### config.mk
export PLATFORM = sky130hd
export DESIGN_NAME = req_onehot_arbiter
export DESIGN_NICKNAME = d
export VERILOG_FILES = /design/src/rtl/req_onehot_arbiter.sv
export SDC_FILE = /design/constraint.sdc
export NUM_CORES = 1
export LEC_CHECK = 0
export ABC_CLOCK_PERIOD_IN_PS = 2900
export CAP_MARGIN = 20
export CORE_MARGIN = 4
export CORE_UTILIZATION = 40
export DETAILED_ROUTE_END_ITERATION = 8
export PLACE_DENSITY = 0.73
export SLEW_MARGIN = 10
export SYNTH_ARGS = -nofsm -noshare
export SYNTH_HDL_FRONTEND = slang
export SYNTH_SLANG_ARGS = --single-unit
### constraint.sdc
create_clock -name clk -period 2.9 [get_ports clk]
set_clock_uncertainty 0.2 [all_clocks]
set_input_delay 0.87 -clock clk [delete_from_list [all_inputs] [get_ports clk]]
set_output_delay 0.87 -clock clk [all_outputs]
set_load 0.02 [all_outputs]
### src/rtl/req_onehot_arbiter.sv
// Request front end for the 4-to-2 encoder. It synchronises four raw request lines,
// latches their rising edges and offers them one at a time, round-robin, as a one-hot word.
module req_onehot_arbiter #(
  parameter int SYNC_STAGES = 2
) (
  input  logic       clk,
  input  logic       rst,
  input  logic [3:0] req_in,
  output logic [3:0] out_onehot,
  output logic       out_valid,
  input  logic       out_ready,
  output logic [3:0] pending,
  output logic       overrun,
  input  logic       clr_overrun,
  output logic       fsm_state
);

  // Handshake: a word transfers on any rising edge where out_valid and out_ready are both 1.
  // While out_valid=1 and out_ready=0, out_onehot is held unchanged.
  typedef enum logic {
    IDLE  = 1'b0,
    OFFER = 1'b1
  } state_t;

  state_t     state_q, state_d;
  logic [3:0] sync_r [SYNC_STAGES];
  logic [3:0] sync_q, prev_q, rise;
  logic [1:0] ptr, cur_idx, base, winner, idx;
  logic       found, load, handshake;
  logic [3:0] grant;

  always_ff @(posedge clk) begin
    if (rst) begin
      for (int s = 0; s < SYNC_STAGES; s++) sync_r[s] <= 4'b0000;
      prev_q <= 4'b0000;
    end else begin
      sync_r[0] <= req_in;
      for (int s = 1; s < SYNC_STAGES; s++) sync_r[s] <= sync_r[s-1];
      prev_q <= sync_q;
    end
  end

  assign sync_q = sync_r[SYNC_STAGES-1];
  assign rise   = sync_q & ~prev_q;

  always_comb begin
    case (out_onehot)
      4'b0010: cur_idx = 2'd1;
      4'b0100: cur_idx = 2'd2;
      4'b1000: cur_idx = 2'd3;
      default: cur_idx = 2'd0;
    endcase
  end

  // Round-robin search of pending, ascending from base and wrapping.
  always_comb begin
    winner = base;
    found  = 1'b0;
    idx    = base;
    for (int k = 0; k < 4; k++) begin
      idx = base + 2'(k);
      if (!found && pending[idx]) begin
        winner = idx;
        found  = 1'b1;
      end
    end
  end

  always_ff @(posedge clk) begin
    if (rst) state_q <= IDLE;
    else     state_q <= state_d;
  end

  // On a handshake the next winner is searched from the slot after the one just taken.
  always_comb begin
    state_d = state_q;
    load    = 1'b0;
    base    = ptr;
    case (state_q)
      IDLE: begin
        if (|pending) begin
          load    = 1'b1;
          state_d = OFFER;
        end
      end
      OFFER: begin
        if (out_ready) begin
          base = cur_idx + 2'd1;
          if (|pending) load = 1'b1;
          else          state_d = IDLE;
        end
      end
      default: state_d = IDLE;
    endcase
  end

  always_comb begin
    out_valid = (state_q == OFFER);
    fsm_state = state_q;
    handshake = (state_q == OFFER) && out_ready;
    grant     = load ? (4'b0001 << winner) : 4'b0000;
  end

  always_ff @(posedge clk) begin
    if (rst) begin
      out_onehot <= 4'b0000;
      ptr        <= 2'd0;
    end else begin
      if (load)           out_onehot <= grant;
      else if (handshake) out_onehot <= 4'b0000;
      if (handshake)      ptr        <= cur_idx + 2'd1;
    end
  end

  // A rise on a bit granted this same cycle is a fresh event, not a lost one.
  always_ff @(posedge clk) begin
    if (rst) begin
      pending <= 4'b0000;
      overrun <= 1'b0;
    end else begin
      pending <= (pending & ~grant) | rise;
      if (|(rise & pending & ~grant)) overrun <= 1'b1;
      else if (clr_overrun)           overrun <= 1'b0;
    end
  end

endmodule

---- Yosys cells after proc, flatten, opt, wreduce, memory -nomap -nowiden ----
Memories as Yosys holds them, arrays and structs flattened.
Index checks and enable logic that the tools add are counted.
word-level totals
  bits in registers ....................... 16
  RAM bits ................................ 8
  bits of input ports ..................... 8
  output and inout port bits .............. 11
  memories ................................ 1
operators by class
  add/sub/neg operators ................... 4
  magnitude comparators ................... 4
  equality and inequality tests ........... 3
  shift operators ......................... 1
  multiplexer cells ....................... 32
  bitwise logic cells ..................... 10
  reductions and logical operators ........ 11
memory list
  name    depth  bits a word  rd ports  clocked after memory_dff  wr ports  line  RTL
  sync_r  2      4            2         0                         2         26    logic [3:0] sync_r [SYNC_STAGES];
operators with widths
  operator                                             number
  2-to-1 mux 4 bit                                     5
  AND 4 bit                                            4
  2-to-1 mux 1 bit                                     15
  < comparator 2 x 3 -> 1 bit, second input constant   4
  2-to-1 mux 2 bit                                     5
  binary-select mux 1 bit (select 2 bit)               4
  inverter 4 bit                                       2
  OR reduction 4 bit                                   2
  one-hot mux 2 bit (3 select lines)                   1
  adder 2 x 1 -> 2 bit, second input constant          2
  adder 2 bit, second input constant                   2
  equality test 4 x 2 -> 1 bit, second input constant  1
  equality test 4 x 3 -> 1 bit, second input constant  1
  equality test 4 bit, second input constant           1
  logical AND 1 bit                                    4
  bitwise OR 4 bit                                     1
  one-hot mux 1 bit (2 select lines)                   2
  nonzero test 2 bit                                   2
  << shifter 1 x 2 -> 4 bit, first input constant      1
  logical NOT 1 bit                                    3
  bitwise OR 1 bit                                     2
  inverter 1 bit                                       1

---- Depth between registers and ports, before layout ----
Gate-level depths: netlist of run 1.
  depth in word-level cells ............... 23
  depth in mapped cells ................... 8
  gate-level depth less buffers ........... 7

---- Worst setup path after synthesis of run 1 ----
No wires, ideal clock.
  kind .................................... input-to-reg
  from .................................... input out_ready
  to ...................................... register overrun
  setup time .............................. 0.075 ns
  data arrival time ....................... 2.245 ns
  data required time ...................... 2.625 ns
  slack ................................... 0.381 ns
  stages on the path ...................... 7
  buffers on the path ..................... 0
  cells stage by stage .................... a21oi_2 -> a41o_1 -> o211a_1 -> or4_4 -> a21oi_2 -> o21ai_1 -> a31oi_1
on the way
  longest elaborated chain between the ends .. 20
  elaborated cells on any way between the ends .. 34
  classes of those cells .................. 3 x add/sub; 1 x shift; 20 x mux; 2 x bitwise; 8 x reduce/logical
ends and longest elaborated chain
  element                                                                        line  RTL
  start: declaration                                                             11    input logic out_ready,
  parallel branches: the longest is 15 deep, another holds adder 2 x 1 -> 2 bit  -
  2-to-1 mux 4 bit (*)                                                           101   grant = load ? (4'b0001 << winner) : 4'b0000;
  inverter 4 bit (*)                                                             122   if (|(rise & pending & ~grant)) overrun <= 1'b1;
  AND 4 bit (*)                                                                  122
  OR reduction 4 bit (*)                                                         122
  2-to-1 mux 1 bit or nonzero test 2 bit (tied branches)                         -
  end signal: assignment                                                         119   overrun <= 1'b0;
  end signal: assignment                                                         122
  end signal: assignment                                                         123   else if (clr_overrun) overrun <= 1'b0;
  end: declaration                                                               13    output logic overrun,
Every way passes the cells marked *. The select of a mux whose other input is x is not followed.
A chain may end at the register's enable or synchronous reset.

---- Worst setup path in the final report of run 1 ----
Same ends and word-level chain as after synthesis.

==> run summary, run 1 <==
PWR
-----------------------------------------------------------------------------------------------
Power Density                                                                       554 mW/mm^2
Peak supply drop                                                                       0.397 mV
Leakage power summed over all cells                                                    0.531 nW
Total power after layout                                                                 774 uW

SYNTHESIS
-----------------------------------------------------------------------------------------------
Count of warnings emitted by yosys                                                            0
Sequential element share of the synthesized area                                          0.454
Mean area per synthesized cell                                                       8.54 sq um
Fraction of synthesis flops using an asynchronous set or reset pin                            0
Share of the synthesized area in the top cell type                                        0.454
Post-synth EDFFs                                                                              0
Synth Flop Type                                                                    sky130_fd_sc_hd__dfxtp_1
Top post-synthesis cells by area                                                   sky130_fd_sc_hd__dfxtp_1 45%, sky130_fd_sc_hd__nor2b_1 9.5%, sky130_fd_sc_hd__a21oi_1 7.6%
Number of instances in the synthesized netlist                                              124
Mapped Area                                                                        0.00106 sq mm
Nets in the synthesized netlist                                                             132
#FFs+latches synth                                                                           24
Netlist cell types                                                                           36
Post-synth top area cell                                                           sky130_fd_sc_hd__dfxtp_1

GLOBAL ROUTE
-----------------------------------------------------------------------------------------------
Overflow left after global routing                                                            0
Largest net degree at the start of global routing                                            15
Number of global-route vias before repair                                                   946
Antenna violations before repair                                                              0
GRT Overall Usage                                                                         0.147
First-pass GRT wire length                                                              3980 um

CLOCK NETWORK
-----------------------------------------------------------------------------------------------
Total number of H-tree levels                                                                 1
Buffer type at the clock tree root                                                 sky130_fd_sc_hd__clkbuf_4
Clock input transition at the sequential cells of the worst setup and hold paths         120 ps
Clock buffers created by TritonCTS                                                            3
TritonCTS clock tree                                                                       done
Maximum clock insertion buffer count                                                          2
Clk Latency, worst-skew pair                                                             310 ps
Clock sinks                                                                                  24

LAYOUT
-----------------------------------------------------------------------------------------------
Net total in the final layout                                                               160
Most common cell after layout, fill and taps aside                                 sky130_fd_sc_hd__dfxtp_1
Share of post-route cells with drive strength above 1                                     0.166
Ant diodes                                                                                    0
Most frequent cells in the layout                                                  24 x sky130_fd_sc_hd__dfxtp_1, 17 x sky130_fd_sc_hd__clkdlybuf4s50_1, 16 x sky130_fd_sc_hd__a21oi_1, 16 x sky130_fd_sc_hd__nor2b_1, 12 x sky130_fd_sc_hd__buf_4
Core Util, Final                                                                          0.559
Area overhead of the layout relative to synthesis                                         32.0%

WORST SETUP PATH
-----------------------------------------------------------------------------------------------
CP startpoint                                                                         out_ready
Worst reg2reg endpoint                                                                  overrun
Type of the setup path with the least slack                                        input pin to register
Number of cells traversed by the worst register-to-register path                              7
Minimum setup slack among reg-to-reg paths                                               460 ps
Critical path data arrival time                                                         2730 ps
Reg-to-Reg Start                                                                      fsm_state
Capturing element type of the critical path                                            register
Crit-path max FO                                                                              4
Crit path launch type                                                                 input pin
Crit path required time                                                                 2930 ps

DIE
-----------------------------------------------------------------------------------------------
IO Pins                                                                                      19
Vertical extent of the die                                                              59.4 um
Width of the die                                                                        59.4 um
Initial Util                                                                              0.423
Die Outline Area                                                                   0.00353 sq mm
CORE AREA                                                                          0.00250 sq mm
Total number of placement rows                                                               18

PLACE
-----------------------------------------------------------------------------------------------
Count of input and output buffers                                                            18
Final weighted congestion of routability-driven global placement                          0.872
Post-DP HPWL                                                                            1750 um

ROUTING
-----------------------------------------------------------------------------------------------
Average detailed-routed wire length per instance                                        13.0 um
First-iteration detailed-routing DRC count                                                   56
Via count normalized by instance count                                                     5.40
Post-detailed-route count of antenna-violating nets                                           0
DRC violation count after routing                                                             0
Vias post-DR                                                                                977
Overall routed net length                                                               2350 um
Length of the first detailed-routing pass in iterations                                       4

WORST HOLD PATH
-----------------------------------------------------------------------------------------------
Hold Crit Start                                                                    sync_r[0][3]
Worst hold path cell count                                                                    1
Hold worst-path end                                                                sync_r[0][7]
Worst min path class                                                               register to register

TIMING
-----------------------------------------------------------------------------------------------
Slew at the pin closest to its max-slew limit                                            523 ps
Remaining max-slew budget at the tightest pin                                             0.648
Final Cycle Share                                                                         0.931
Pins Over Slew Limit                                                                          0
Max Freq                                                                                370 MHz
Number of hold-slack violations in the final timing report                                    0
Final setup violation count                                                                   0
Clock period minus worst slack                                                          2700 ps
Setup repair after global routing missed its margin                                          no

STATUS
-----------------------------------------------------------------------------------------------
Run status                                                                         complete, no violations

FLOW RUN
-----------------------------------------------------------------------------------------------
Number of max-cap violations                                                                  0

-- final cells by class --
type,instances,area [sq um]
timing repair buffer,30,269
sequential,24,480
multi-input combinational,89,543
inverter,4,15.0
tap,30,37.5
fill,238,1100
clock inverter,1,30.0
clock buffer,3,22.5
-- flip-flops by register name, indices dropped and copies added (netlist names) --
name / cells
ptr: 2
pending: 4
overrun: 1
fsm_state: 1
prev_q: 4
out_onehot: 4
sync_r: 8
-- worst max-delay path by stage --
stage / to / depth (start not counted)
floorplan: overrun / 7
global placement: overrun / 8
finish: overrun / 8
global route: overrun / 8
CTS: overrun / 8
detailed placement: overrun / 8
-- routing by layer --
metal,global-route usage,wire (um)
met5,0,0
met4,0.0744,31
met3,0.0283,138
met2,0.257,1210
met1,0.169,963
-- cells by family after synthesis --
kind of cell    after synthesis  synth area share
compound gates               39             0.245
xor+xnor                      2            0.0166
flops                        24             0.454
buf+inv                      11            0.0437
simple gates                 48             0.241
-- report_power, final --
group	switching (mW)	internal, mW	total, mW
registers	0.0210	0.347	0.369
clock network	0.0978	0.140	0.237
logic	0.0839	0.0840	0.168
-- cell usage after synthesis (all sizes together) (2+ instances only) --
cell	count
a211oi	3
a21oi	18
nor3	2
clkbuf	5
nor2	11
buf	2
nand3	3
a21o	2
nand2	9
nor2b	16
and2	2
a221oi	2
dfxtp	24
inv	4
o21ai	5
nor4	2
-- timing repair --
action	in CTS	in global routing
buffers inserted	1	0
setup endpoints to repair	1	0
hold buffers	0	0
gates resized for setup	3	0
-- through the flow --
step	setup TNS [ps]	worst slack (ps)	cells	hold slack (ps)	instance area, sq um
6_report	0	201	181	249	1400
5_1_grt	0	68.9	181	267	1400
4_1_cts	0	222	181	255	1400
3_5_place_dp	-2170	-304	176	225	1330
3_3_place_gp	-1570	-252	176	221	1330
2_1_floorplan	0	381	124	214	1060
-- worst max-delay path, stage by stage --
cell and delay (ps):
sky130_fd_sc_hd__dlygate4sd2_1 280, sky130_fd_sc_hd__nand4bb_1 220, sky130_fd_sc_hd__o21ai_2 280, sky130_fd_sc_hd__a211oi_1 150
sky130_fd_sc_hd__or4_4 540, sky130_fd_sc_hd__a21oi_2 140, sky130_fd_sc_hd__o21ai_1 80, sky130_fd_sc_hd__a31oi_1 180
Note: power is estimated with default switching activity, not from simulation.
==> run 2, diff against run 1 <==
CELL_PAD_IN_SITES_DETAIL_PLACEMENT = 1   (was unset)
CELL_PAD_IN_SITES_GLOBAL_PLACEMENT = 2   (was unset)
CORE_UTILIZATION = 30   (was 40)
PLACE_DENSITY = 0.86   (was 0.73)
==> run 2 against run 1 <==
First-iteration DRC count down 3.6%. Setup slack better by 52 ps. Sequential cell count unchanged. Sequential power about the same. Die area up 29%. Register-to-register slack better by 60 ps. Critical path depth down 7. Critical path type is now register to output pin.
==> run summary, run 2 (synthesis results as in run 1) <==
LAYOUT
-----------------------------------------------------------------------------------------------
Share of post-route cells with drive strength above 1                                     0.169   was 0.166
Ant diodes                                                                                    0   unchanged
Largest register FFs                                                                          8   unchanged
Core Util, Final                                                                          0.420   was 0.559
Final design area excluding fillers                                                0.00141 sq mm   was 0.00140 sq mm
Most frequent cells in the layout                                                  24 x sky130_fd_sc_hd__dfxtp_1, 17 x sky130_fd_sc_hd__clkdlybuf4s50_1, 16 x sky130_fd_sc_hd__a21oi_1, 16 x sky130_fd_sc_hd__nor2b_1, 15 x sky130_fd_sc_hd__buf_4   was 24 x sky130_fd_sc_hd__dfxtp_1, 17 x sky130_fd_sc_hd__clkdlybuf4s50_1, 16 x sky130_fd_sc_hd__a21oi_1, 16 x sky130_fd_sc_hd__nor2b_1, 12 x sky130_fd_sc_hd__buf_4
Area overhead of the layout relative to synthesis                                         33.5%   was 32.0%
Most flop-heavy register                                                                 sync_r   unchanged
Most common cell after layout, fill and taps aside                                 sky130_fd_sc_hd__dfxtp_1   unchanged
Net total in the final layout                                                               163   was 160

ROUTING
-----------------------------------------------------------------------------------------------
First-iteration detailed-routing DRC count                                                   54   was 56
Average detailed-routed wire length per instance                                        13.0 um   about the same
Overall routed net length                                                               2600 um   was 2350 um
Vias post-DR                                                                                976   was 977
Via count normalized by instance count                                                     4.88   was 5.40
DRC violation count after routing                                                             0   unchanged
Post-detailed-route count of antenna-violating nets                                           0   unchanged
Length of the first detailed-routing pass in iterations                                       4   unchanged

CLOCK NETWORK
-----------------------------------------------------------------------------------------------
Buffer type at the clock tree root                                                 sky130_fd_sc_hd__clkbuf_4   unchanged
Post CTS Setup Buffer Count                                                                   0   was 1
Clock sinks                                                                                  24   unchanged
TritonCTS clock tree                                                                       done   unchanged
Clock input transition at the sequential cells of the worst setup and hold paths         120 ps   about the same
Clk Latency, worst-skew pair                                                             310 ps   about the same
Clock buffers created by TritonCTS                                                            3   unchanged
Maximum clock insertion buffer count                                                          2   unchanged
Post_cts resized                                                                              1   was 3
Hold bufs inserted after CTS                                                                  0   unchanged
Total number of H-tree levels                                                                 1   unchanged

TIMING
-----------------------------------------------------------------------------------------------
Pins Over Slew Limit                                                                          0   unchanged
Final setup violation count                                                                   0   unchanged
Slew at the pin closest to its max-slew limit                                            496 ps   was 523 ps
Number of hold-slack violations in the final timing report                                    0   unchanged
Max Freq                                                                                378 MHz   was 370 MHz
Remaining max-slew budget at the tightest pin                                             0.667   was 0.648
Setup repair after global routing missed its margin                                          no   unchanged
Final worst hold slack                                                                   261 ps   was 249 ps
Clock period minus worst slack                                                          2650 ps   was 2700 ps
Final Cycle Share                                                                         0.913   was 0.931

WORST HOLD PATH
-----------------------------------------------------------------------------------------------
Worst min path class                                                               register to register   unchanged
Hold Crit Start                                                                    sync_r[0][3]   unchanged
Worst hold path cell count                                                                    1   unchanged

STATUS
-----------------------------------------------------------------------------------------------
Run status                                                                         complete, no violations   unchanged

WORST SETUP PATH
-----------------------------------------------------------------------------------------------
Cell chain of the critical path                                                    clkdlybuf4s50_1   was dlygate4sd2_1 > nand4bb_1 > o21ai_2 > a211oi_1 > or4_4 > a21oi_2 > o21ai_1 > a31oi_1
Reg-to-Reg Start                                                                      fsm_state   unchanged
Crit path largest cell delay                                                             690 ps   was 540 ps
Buf/Inv on CP                                                                                 1   unchanged
Critical path's top delay family                                                   buffers and inverters   was compound AO/OA/AOI/OAI gates
Slowest stage cell, crit path                                                      sky130_fd_sc_hd__clkdlybuf4s50_1   was sky130_fd_sc_hd__or4_4
Crit path launch type                                                                  register   was input pin
Crit-path max FO                                                                             12   was 4
Type of the setup path with the least slack                                        register to output pin   was input pin to register
Stages on the worst setup path                                                                1   was 8
Crit path required time                                                                 1830 ps   was 2930 ps
Number of cells traversed by the worst register-to-register path                              8   was 7
Capturing element type of the critical path                                          output pin   was register
CP startpoint                                                                        pending[3]   was out_ready
Critical path data arrival time                                                         1580 ps   was 2730 ps

DIE
-----------------------------------------------------------------------------------------------
Die Outline Area                                                                   0.00454 sq mm   was 0.00353 sq mm
CORE AREA                                                                          0.00336 sq mm   was 0.00250 sq mm
Vertical extent of the die                                                              67.4 um   was 59.4 um
Width of the die                                                                        67.4 um   was 59.4 um
IO Pins                                                                                      19   unchanged
Initial Util                                                                              0.315   was 0.423
Total number of placement rows                                                               21   was 18

GLOBAL ROUTE
-----------------------------------------------------------------------------------------------
First-pass GRT wire length                                                              4420 um   was 3980 um
Overflow left after global routing                                                            0   unchanged
Number of global-route vias before repair                                                   990   was 946
GRT Overall Usage                                                                         0.129   was 0.147
Antenna violations before repair                                                              0   unchanged
Largest net degree at the start of global routing                                            14   was 15

PLACE
-----------------------------------------------------------------------------------------------
Count of input and output buffers                                                            18   unchanged
Post-DP HPWL                                                                            2040 um   was 1750 um
Final weighted congestion of routability-driven global placement                          0.811   was 0.872
Instance area after placement                                                      0.00138 sq mm   was 0.00133 sq mm

FLOW RUN
-----------------------------------------------------------------------------------------------
Number of max-cap violations                                                                  0   unchanged

PWR
-----------------------------------------------------------------------------------------------
Peak supply drop                                                                       0.256 mV   was 0.397 mV
Power Density                                                                       502 mW/mm^2   was 554 mW/mm^2
Total power after layout                                                                 709 uW   was 774 uW
Leakage power summed over all cells                                                    0.536 nW   was 0.531 nW

[run 2: cell count changes in the layout (fill, tap and decap cells not counted)]
cell | previous run | this run
sky130_fd_sc_hd__a211oi_1 | 2 | 3
sky130_fd_sc_hd__a211oi_2 | 1 | 0
sky130_fd_sc_hd__a221oi_1 | 1 | 2
sky130_fd_sc_hd__a221oi_2 | 1 | 0
sky130_fd_sc_hd__buf_4 | 12 | 15
sky130_fd_sc_hd__bufinv_16 | 1 | 0
sky130_fd_sc_hd__clkbuf_8 | 0 | 1
[run 2: power breakdown]
group | internal, mW | switching, mW | leakage (nW)
combinational | 0.0847 | 0.0847 | 0.319
clock | 0.0766 | 0.0958 | 0.0210
sequential | 0.347 | 0.0197 | 0.197
total | 0.509 | 0.200 | 0.536
[run 2: layer usage]
metal	GRT usage	wire (um)
met2	0.221	1320
met5	0	0
met3	0.0216	89
met1	0.162	1160
met4	0.0456	23
[run 2: metrics by stage]
stage / std cells / setup WS [ps] / TNS, ps
6_report: 200 / 253 / 0
5_1_grt: 200 / 97.3 / 0
4_1_cts: 200 / 243 / 0
3_5_place_dp: 196 / -331 / -2050
3_3_place_gp: 196 / -257 / -1770
2_1_floorplan: 124 / 381 / 0
[run 2: path summary, 6_finish.rpt]
check        slack (ps)      endpoint
max                 250    pending[3]
min                 260  sync_r[0][7]
max reg2reg         520       overrun
min reg2reg         260  sync_r[0][7]
[run 2: area by class of cell]
type	instances	area, sq um
Multi-Input combinational cell	89	532
Fill cell	439	1950
Clock buffer	4	36.3
Inverter	4	15.0
Sequential cell	24	480
Tap cell	46	57.6
Timing Repair Buffer	33	292
==> run 3, diff against run 2 <==
ABC_CLOCK_PERIOD_IN_PS = 2800   (was 2900)
clock period = 2.8 ns   (was 2.9 ns; I/O delays follow)
==> run 3 against run 2 <==
Setup slack lost 98 ps. Register-to-register slack lost 90 ps. Cell count is the same. First-iteration DRC count grew 28%. Cell area grew 1.2%. Via count shrank 0.10%. Clock power grew 44%. Sequential power grew 4%. Critical endpoint is now pending[1].
==> run summary, run 3 (synthesis results as in run 1) <==
GLOBAL ROUTE
-----------------------------------------------------------------------------------------------
Antenna violations before repair                                                              0   unchanged
Number of global-route vias before repair                                                   978   was 990
Largest net degree at the start of global routing                                            15   was 14
Overflow left after global routing                                                            0   unchanged
First-pass GRT wire length                                                              4450 um   was 4420 um
GRT Overall Usage                                                                         0.127   was 0.129

STATUS
-----------------------------------------------------------------------------------------------
Run status                                                                         complete, no violations   unchanged

LAYOUT
-----------------------------------------------------------------------------------------------
Most flop-heavy register                                                                 sync_r   unchanged
Final design area excluding fillers                                                0.00143 sq mm   was 0.00141 sq mm
Filler-free cell count of the finished design                                               200   unchanged
Most frequent cells in the layout                                                  24 x sky130_fd_sc_hd__dfxtp_1, 17 x sky130_fd_sc_hd__clkdlybuf4s50_1, 16 x sky130_fd_sc_hd__a21oi_1, 16 x sky130_fd_sc_hd__nor2b_1, 15 x sky130_fd_sc_hd__buf_4   unchanged
Share of post-route cells with drive strength above 1                                     0.169   unchanged
Number of fill cells                                                                        423   was 439
Most common cell after layout, fill and taps aside                                 sky130_fd_sc_hd__dfxtp_1   unchanged
Net total in the final layout                                                               163   unchanged
Largest register FFs                                                                          8   unchanged
Area overhead of the layout relative to synthesis                                         35.0%   was 33.5%
Ant diodes                                                                                    0   unchanged

PLACE
-----------------------------------------------------------------------------------------------
Count of input and output buffers                                                            18   unchanged
Inst Count DP                                                                               195   was 196
DP Worst Slack                                                                          -431 ps   was -331 ps
Instance area after placement                                                      0.00137 sq mm   was 0.00138 sq mm
Final weighted congestion of routability-driven global placement                          0.791   was 0.811
Post-DP HPWL                                                                            2030 um   was 2040 um

FLOW RUN
-----------------------------------------------------------------------------------------------
Number of max-cap violations                                                                  0   unchanged

WORST SETUP PATH
-----------------------------------------------------------------------------------------------
Capturing element type of the critical path                                          output pin   unchanged
Stages on the worst setup path                                                                1   unchanged
Type of the setup path with the least slack                                        register to output pin   unchanged
Buf/Inv on CP                                                                                 1   unchanged
Crit path launch type                                                                  register   unchanged
Critical path's top delay family                                                   buffers and inverters   unchanged
Crit path largest cell delay                                                             690 ps   about the same
Number of cells traversed by the worst register-to-register path                              8   unchanged
Slowest stage cell, crit path                                                      sky130_fd_sc_hd__clkdlybuf4s50_1   unchanged
Cell chain of the critical path                                                    clkdlybuf4s50_1   unchanged
Crit-path max FO                                                                             12   unchanged
Critical path data arrival time                                                         1610 ps   was 1580 ps
Crit path required time                                                                 1760 ps   was 1830 ps

TIMING
-----------------------------------------------------------------------------------------------
Final worst hold slack                                                                   255 ps   was 261 ps
Slew at the pin closest to its max-slew limit                                            471 ps   was 496 ps
Clock period minus worst slack                                                          2650 ps
Number of hold-slack violations in the final timing report                                    0   unchanged
Final setup violation count                                                                   0   unchanged
Worst-case setup margin in the final layout                                              155 ps   was 253 ps
Accumulated negative setup slack                                                           0 ps   unchanged
Final Cycle Share                                                                         0.945
Max Freq                                                                                378 MHz
Setup repair after global routing missed its margin                                          no   unchanged
Remaining max-slew budget at the tightest pin                                             0.683   was 0.667
Pins Over Slew Limit                                                                          0   unchanged

ROUTING
-----------------------------------------------------------------------------------------------
Via count normalized by instance count                                                     4.88   about the same
Overall routed net length                                                               2560 um   was 2600 um
DRC violation count after routing                                                             0   unchanged
First-iteration detailed-routing DRC count                                                   69   was 54
Length of the first detailed-routing pass in iterations                                       4   unchanged
Post-detailed-route count of antenna-violating nets                                           0   unchanged
Average detailed-routed wire length per instance                                        12.8 um   was 13.0 um
Vias post-DR                                                                                975   was 976

PWR
-----------------------------------------------------------------------------------------------
Leakage power summed over all cells                                                    0.542 nW   was 0.536 nW
Power Density                                                                       563 mW/mm^2   was 502 mW/mm^2
Peak supply drop                                                                       0.282 mV   was 0.256 mV

DIE
-----------------------------------------------------------------------------------------------
Initial Util                                                                              0.315   unchanged
Die Outline Area                                                                   0.00454 sq mm   unchanged
IO Pins                                                                                      19   unchanged
Total number of placement rows                                                               21   unchanged
Width of the die                                                                        67.4 um   unchanged
Vertical extent of the die                                                              67.4 um   unchanged
CORE AREA                                                                          0.00336 sq mm   unchanged

WORST HOLD PATH
-----------------------------------------------------------------------------------------------
Worst min path class                                                               register to register   unchanged
Worst hold path cell count                                                                    1   unchanged

CLOCK NETWORK
-----------------------------------------------------------------------------------------------
TritonCTS clock tree                                                                       done   unchanged
Clock buffers created by TritonCTS                                                            3   unchanged
Clk Latency, worst-skew pair                                                             310 ps   about the same
Buffer type at the clock tree root                                                 sky130_fd_sc_hd__clkbuf_4   unchanged
Clock sinks                                                                                  24   unchanged
Total number of H-tree levels                                                                 1   unchanged
Clock input transition at the sequential cells of the worst setup and hold paths         130 ps   was 120 ps
Maximum clock insertion buffer count                                                          2   unchanged

[run 3: layout make-up]
class,instances,area (sq um),share of cell area
well taps,46,57.6,0.0403
repair buffers,33,292,0.204
inverters,4,15.0,0.0105
flip-flops and latches,24,480,0.336
clock inverters,1,30.0,0.0210
multi-input cells,89,532,0.372
clock buffers,3,22.5,0.0158
[run 3: timing repair]
item	4_1_cts	5_1_grt
hold buffers	0	0
endpoints found under the setup margin	5	0
resized for setup	1	0
buffers inserted	1	0
[run 3: path summary, 6_finish.rpt]
check | startpoint | end | slack, ps
max | pending[1] | pending[1] | 150
min reg2reg | sync_r[0][3] | sync_r[0][7] | 260
max reg2reg | fsm_state | overrun | 430
min | sync_r[0][3] | sync_r[0][7] | 260
[run 3: power breakdown]
group / switching, mW / internal [mW]
logic: 0.0866 / 0.0879
registers: 0.0219 / 0.360
clock network: 0.103 / 0.145
total: 0.212 / 0.592
[run 3: stage by stage]
step	utilization	total power, mW
finish	0.425	0.804
global route	0.425	0.852
CTS	0.425	0.815
detailed placement	0.407	0.565
global placement	0.407	0.558
floorplan	-	0.484
[run 3: layer usage]
layer  global-route usage  up-vias  wire length [um]  part of all wire
met5                    0        -                 0                 0
met4               0.0481        0                48             0.019
met3               0.0216        8                70             0.027
met2                0.207       19              1220              0.48
met1                0.168      450              1220              0.48
li1                     -      498                 -                 -
